### src/rtl/cp0_if.sv
// M-stage <-> CP0 signal bundle: mtc0/mfc0 access, exception inputs and the flush/redirect outputs.
interface cp0_if;
    logic        en;
    logic [4:0]  addr;
    logic [31:0] wdata;
    logic [31:0] rdata;
    logic [31:0] vpc;
    logic        bd_in;
    logic [4:0]  exc_in;
    logic [5:0]  hw_int;
    logic        eret;
    logic        req;
    logic [31:0] epc_out;

    // No valid/ready handshake here: every input is qualified by its own level each cycle,
    // req is a same-cycle combinational flush, and state changes take effect on the next posedge.
    modport master (
        output en, addr, wdata, vpc, bd_in, exc_in, hw_int, eret,
        input  rdata, req, epc_out
    );

    modport slave (
        input  en, addr, wdata, vpc, bd_in, exc_in, hw_int, eret,
        output rdata, req, epc_out
    );
endinterface

### src/rtl/cp0_unit.sv
// MIPS coprocessor 0 in the M stage: SR/Cause/EPC/PRId, interrupt vs. exception arbitration,
// and the EPC source for eret.
module cp0_unit #(
    parameter logic [31:0] PRID_VALUE = 32'h1907_2022,
    parameter logic [5:0]  IM_RESET   = 6'h00
) (
    input logic   clk,
    input logic   reset,
    cp0_if.slave  bus
);
    logic [5:0]  im;
    logic        exl;
    logic        ie;
    logic        bd;
    logic [5:0]  ip;
    logic [4:0]  exc_code;
    logic [31:0] epc;

    logic        int_req;
    logic        exc_req;
    logic        take;
    logic [31:0] vpc_al;
    logic [31:0] victim_pc;
    logic [31:0] sr;
    logic [31:0] cause;

    // EXL blocks both sources so handlers never nest.
    assign int_req   = (|(bus.hw_int & im)) & ie & ~exl;
    assign exc_req   = (bus.exc_in != 5'd0) & ~exl;
    assign take      = int_req | exc_req;
    assign bus.req   = take & ~reset;

    assign vpc_al    = bus.vpc & ~32'd3;
    assign victim_pc = bus.bd_in ? vpc_al - 32'd4 : vpc_al;

    assign sr    = {16'b0, im, 8'b0, exl, ie};
    assign cause = {bd, 15'b0, ip, 3'b0, exc_code, 2'b0};

    always_comb begin
        bus.rdata = 32'd0;
        case (bus.addr)
            5'd12:   bus.rdata = sr;
            5'd13:   bus.rdata = cause;
            5'd14:   bus.rdata = epc;
            5'd15:   bus.rdata = PRID_VALUE;
            default: bus.rdata = 32'd0;
        endcase
    end

    // Forward a same-cycle mtc0 EPC so an eret right behind it returns to the new address.
    assign bus.epc_out = (bus.en & ~bus.req & (bus.addr == 5'd14)) ? bus.wdata : epc;

    always_ff @(posedge clk) begin
        if (reset) begin
            im       <= IM_RESET;
            exl      <= 1'b0;
            ie       <= 1'b0;
            bd       <= 1'b0;
            ip       <= 6'd0;
            exc_code <= 5'd0;
            epc      <= 32'd0;
        end else begin
            ip <= bus.hw_int;
            if (take) begin
                exl      <= 1'b1;
                exc_code <= int_req ? 5'd0 : bus.exc_in;
                bd       <= bus.bd_in;
                epc      <= victim_pc;
            end else if (bus.eret) begin
                exl <= 1'b0;
            end else if (bus.en) begin
                if (bus.addr == 5'd12) begin
                    im  <= bus.wdata[15:10];
                    exl <= bus.wdata[1];
                    ie  <= bus.wdata[0];
                end else if (bus.addr == 5'd14) begin
                    epc <= bus.wdata;
                end
            end
        end
    end
endmodule

### src/flat_wrapper.sv
// flat-port wrapper written by rule: the top's interface ports become plain ports
module cp0_unit_flat 
#(
    parameter logic [31:0] PRID_VALUE = 32'h1907_2022,
    parameter logic [5:0]  IM_RESET   = 6'h00
)
  (clk, reset, bus_en, bus_addr, bus_wdata, bus_vpc, bus_bd_in, bus_exc_in, bus_hw_int, bus_eret, bus_rdata, bus_req, bus_epc_out);
  cp0_if bus_i ();
  input logic clk;
  input logic reset;
  input wire logic [$bits(bus_i.en)-1:0] bus_en;
  input wire logic [$bits(bus_i.addr)-1:0] bus_addr;
  input wire logic [$bits(bus_i.wdata)-1:0] bus_wdata;
  input wire logic [$bits(bus_i.vpc)-1:0] bus_vpc;
  input wire logic [$bits(bus_i.bd_in)-1:0] bus_bd_in;
  input wire logic [$bits(bus_i.exc_in)-1:0] bus_exc_in;
  input wire logic [$bits(bus_i.hw_int)-1:0] bus_hw_int;
  input wire logic [$bits(bus_i.eret)-1:0] bus_eret;
  output wire logic [$bits(bus_i.rdata)-1:0] bus_rdata;
  output wire logic [$bits(bus_i.req)-1:0] bus_req;
  output wire logic [$bits(bus_i.epc_out)-1:0] bus_epc_out;
  assign bus_i.en = bus_en;
  assign bus_i.addr = bus_addr;
  assign bus_i.wdata = bus_wdata;
  assign bus_i.vpc = bus_vpc;
  assign bus_i.bd_in = bus_bd_in;
  assign bus_i.exc_in = bus_exc_in;
  assign bus_i.hw_int = bus_hw_int;
  assign bus_i.eret = bus_eret;
  assign bus_rdata = bus_i.rdata;
  assign bus_req = bus_i.req;
  assign bus_epc_out = bus_i.epc_out;
  cp0_unit #(.PRID_VALUE(PRID_VALUE), .IM_RESET(IM_RESET)) u_core (.clk(clk), .reset(reset), .bus(bus_i));
endmodule
### config.mk
export PLATFORM = sky130hd
export DESIGN_NAME = cp0_unit_flat
export DESIGN_NICKNAME = d
export VERILOG_FILES = /design/src/rtl/cp0_if.sv /design/src/rtl/cp0_unit.sv /design/src/flat_wrapper.sv
export SDC_FILE = /design/constraint.sdc
export NUM_CORES = 1
export LEC_CHECK = 0
export ABC_CLOCK_PERIOD_IN_PS = 8100
export CORE_MARGIN = 8
export CORE_UTILIZATION = 49
export DETAILED_ROUTE_END_ITERATION = 8
export PLACE_DENSITY = 0.87
export SLEW_MARGIN = 20
export SYNTH_ARGS = -nofsm -noshare
export SYNTH_HDL_FRONTEND = slang
export SYNTH_SLANG_ARGS = --single-unit
export TNS_END_PERCENT = 1
### constraint.sdc
create_clock -name clk -period 8.1 [get_ports clk]
set_input_delay 2.025 -clock clk [delete_from_list [all_inputs] [get_ports clk]]
set_output_delay 2.025 -clock clk [all_outputs]
set_load 0.01 [all_outputs]
==> impl_results.md <==
* Status: finished, final reports clean
* Post-Place Worst Slack at 1.27 ns
* Synthesized flop and latch total at between 50 and 60
* Pleak at 0.00203 uW
* Post-synth EDFFs at 0
* CP endpoint kind: output pin
* Layout area overhead at 37.8%
* CP Launch Type: input port
* Drt drc at 0
* Post-Syn Area per Cell at 8.69 um2
* Drt total wl at between 10 and 15 mm
* Share of cells above drive strength 1 at 7.38%
* Via count at 4586
* Total CTS buffers at 5
* Post-Syn Instances at 478
* RR Startpoint: u_core.im[4]
* Synth top area share at 25.1%
* Rows at 33
* Vias in the first global route at between 4k and 5k
* Distinct cells, synth at 59
* Detail Route Antenna Nets at 0
* Resized cells post-CTS at 0
* DIE WIDTH at about 110 um
* # clock sinks at 52
* RSZ-0062 raised after global routing: false
* Cts hold-fix bufs at 0
* Fmax at around 150 MHz
* Worst R2R Path Depth at 5
* DP HPWL at 11.1 mm
* # diodes at 0
* Peak supply drop at around 0.077 mV
* Core area at 8220 um2
* Final Setup Violations at 0
* Nets at 681
* Warning count from the yosys run at 0
* Global-route congestion overflow total at 0
* Clk pin slew, worst setup/hold paths at 0.09 ns
* Max-slew violation count at 0
* Iteration-0 DRC count of the detailed router at slightly below 500
* Kind of critical path: input port to output pin
* Max Cap Viol at 0
* Die Span Y at 108 um
* Die area at 11700 um2
* CP endpoint: bus_epc_out[22]
* Post-Syn Nets at 564
* Initial antenna violation count at 0
* Crit. Startpoint: bus_exc_in[0]
* Most frequent cells in the layout: 147 x clkdlybuf4s50_1, 52 x dfxtp_1, 42 x nor2_1
* Power per cell area at 115 nW/um2
* First-pass DRT Iterations at 5
* RR Endpoint: u_core.epc[24]
* Max Clock Skew at 0.00606 ns
* CTS Buffer Depth at 2
* Reg2Reg Setup Slack at 6.02 ns
* Arr. time, crit path at 4.82 ns
* Global-route wire length before repair at 23.6 mm
* Post-synth ARST share at 0%
* Least-Margin Pin Slew at 1.13 ns
* Setup bufs post-CTS at 0
* H-Tree Depth at 2
* Final worst slack at 1.26 ns
* Post-synth top flop: dfxtp_1
* Total GRT Usage at 24.8%
* IO Port Bufs at 147
* Starting Density at 50.5%
* Vias/cell at 6.54
* CP Max Fanout at 25
* Largest area contributor in the netlist: dfxtp_1
* Ranking of synthesized cells by area: dfxtp_1 25%, mux2_1 8.1%, mux2i_1 5.5%, o31a_1 4.6%, and4_1 4.0%
* Routability cong. at 0.992
* Clock root cell: clkbuf_8
* Largest net degree at the start of global routing at 35
* Relative slew margins at 25.0%
* Worst-Skew Late Latency at 0.31 ns
* Crit path required time at 6.08 ns
* Ports at 150
* Hold crit path type: register to register
* Final Hold Viols at 0
* Ratio of final minimum period to clock period at 84.5%
* Sequential area share after synthesis at 25.1%
* Fin crit period at 6.84 ns
* Commonest non-fill, non-tap cell in the layout: clkdlybuf4s50_1
* Netlist Area Pre-Place at 4150 um2
* Final setup TNS at 0 ns
* Avg WL per Cell at 21.3 um
* CTS tree: done
cell usage after synthesis, types with 2 or more instances:
cell and count:
buf_1 2, nand3b_1 3, a22oi_1 5, o41ai_2 8
o21a_1 4, nand4_1 5, dfxtp_1 52, nand2b_1 2
a22o_1 8, or4_1 9, and3b_1 2, nor3_2 2
or4b_1 4, nand3_1 5, xor2_1 7, or3_1 5
o311ai_1 4, mux2_2 2, a2111oi_0 7, o31ai_1 8
nor4_1 13, inv_1 8, o41ai_1 12, buf_2 11
and3_1 13, buf_4 4, nor4_4 2, clkbuf_1 31
o31a_1 22, o21ai_0 4, mux2_1 30, a21oi_1 10
buf_6 2, nor3_1 8, mux2i_1 23, and4_1 19
a211oi_1 21, a31oi_1 15, nor2b_1 11, nor2_1 42
nand2_1 14, a21boi_0 2
worst min-delay path by stage:
stage                                  start            endpoint  slack, ns  depth (start not counted)
after floorplan           u_core.exc_code[3]  u_core.exc_code[3]       0.44                          1
after global placement          u_core.im[2]        u_core.im[2]       0.46                          2
after detailed placement        u_core.im[1]        u_core.im[1]       0.47                          2
after CTS                       u_core.im[1]        u_core.im[1]       0.48                          2
after global routing            u_core.im[0]        u_core.im[0]       0.51                          2
final                           u_core.im[1]        u_core.im[1]       0.49                          2
area by class of cell:
class | count | area, um2
clock buffers | 6 | 82.6
clock inverters | 2 | 10.0
fillers | 649 | 2500
inverters | 8 | 30.0
multi-input cells | 368 | 2860
flip-flops and latches | 52 | 1040
well taps | 105 | 131
repair buffers | 160 | 1570
layer usage:
metal	vias up	share of wire, %	wire [um]	global-route usage [%]
met2	211	49	7340	41.9
met4	0	3.0	442	9.12
met5	-	0	0	0
li1	2125	-	-	-
met3	35	8.1	1210	4.70
met1	2215	40	5950	30.4
where the power goes:
part           switching, uW  leakage, uW  internal, uW  total, uW
registers               15.8     0.000431           274        290
clock network           89.2    0.0000510          68.5        158
logic                    102      0.00155           111        212
total                    207      0.00203           453        660
state kept, by name (all words and copies together) (netlist names):
| register | cells |
|---|---|
| u_core.epc | 32 |
| u_core.im | 6 |
| u_core.ip | 6 |
| u_core.exc_code | 5 |
| u_core.bd | 1 |
| u_core.exl | 1 |
| u_core.ie | 1 |
per-stage QoR:
step	hold WS, ns	power, uW	util [%]	instance area [um2]	std cells
5_1_grt	0.507	686	69.6	5720	701
4_1_cts	0.484	657	69.6	5720	701
3_3_place_gp	0.459	499	68.5	5630	693
6_report	0.486	660	69.6	5720	701
2_1_floorplan	0.444	393	-	4150	478
3_5_place_dp	0.471	504	68.5	5630	693
critical path, cell delays in order:
cell,delay (ns)
clkdlybuf4s50_1,0.43
or4_4,0.56
o21ai_1,0.14
nand3_1,0.37
buf_4,0.41
mux2_1,0.36
clkdlybuf4s50_1,0.51
cell families after synthesis:
| logic type | count (synthesis) | synth area share (%) |
|---|---|---|
| and+or+nand+nor | 169 | 25.9 |
| AOI/OAI and AO/OA | 135 | 26.6 |
| buffers and inverters | 58 | 6.30 |
| muxes | 55 | 14.2 |
| DFF | 52 | 25.1 |
| xor gates and xnor gates | 8 | 1.69 |
| adders and majority gates | 1 | 0.301 |
No activity file was read; power rests on OpenSTA's default activity.
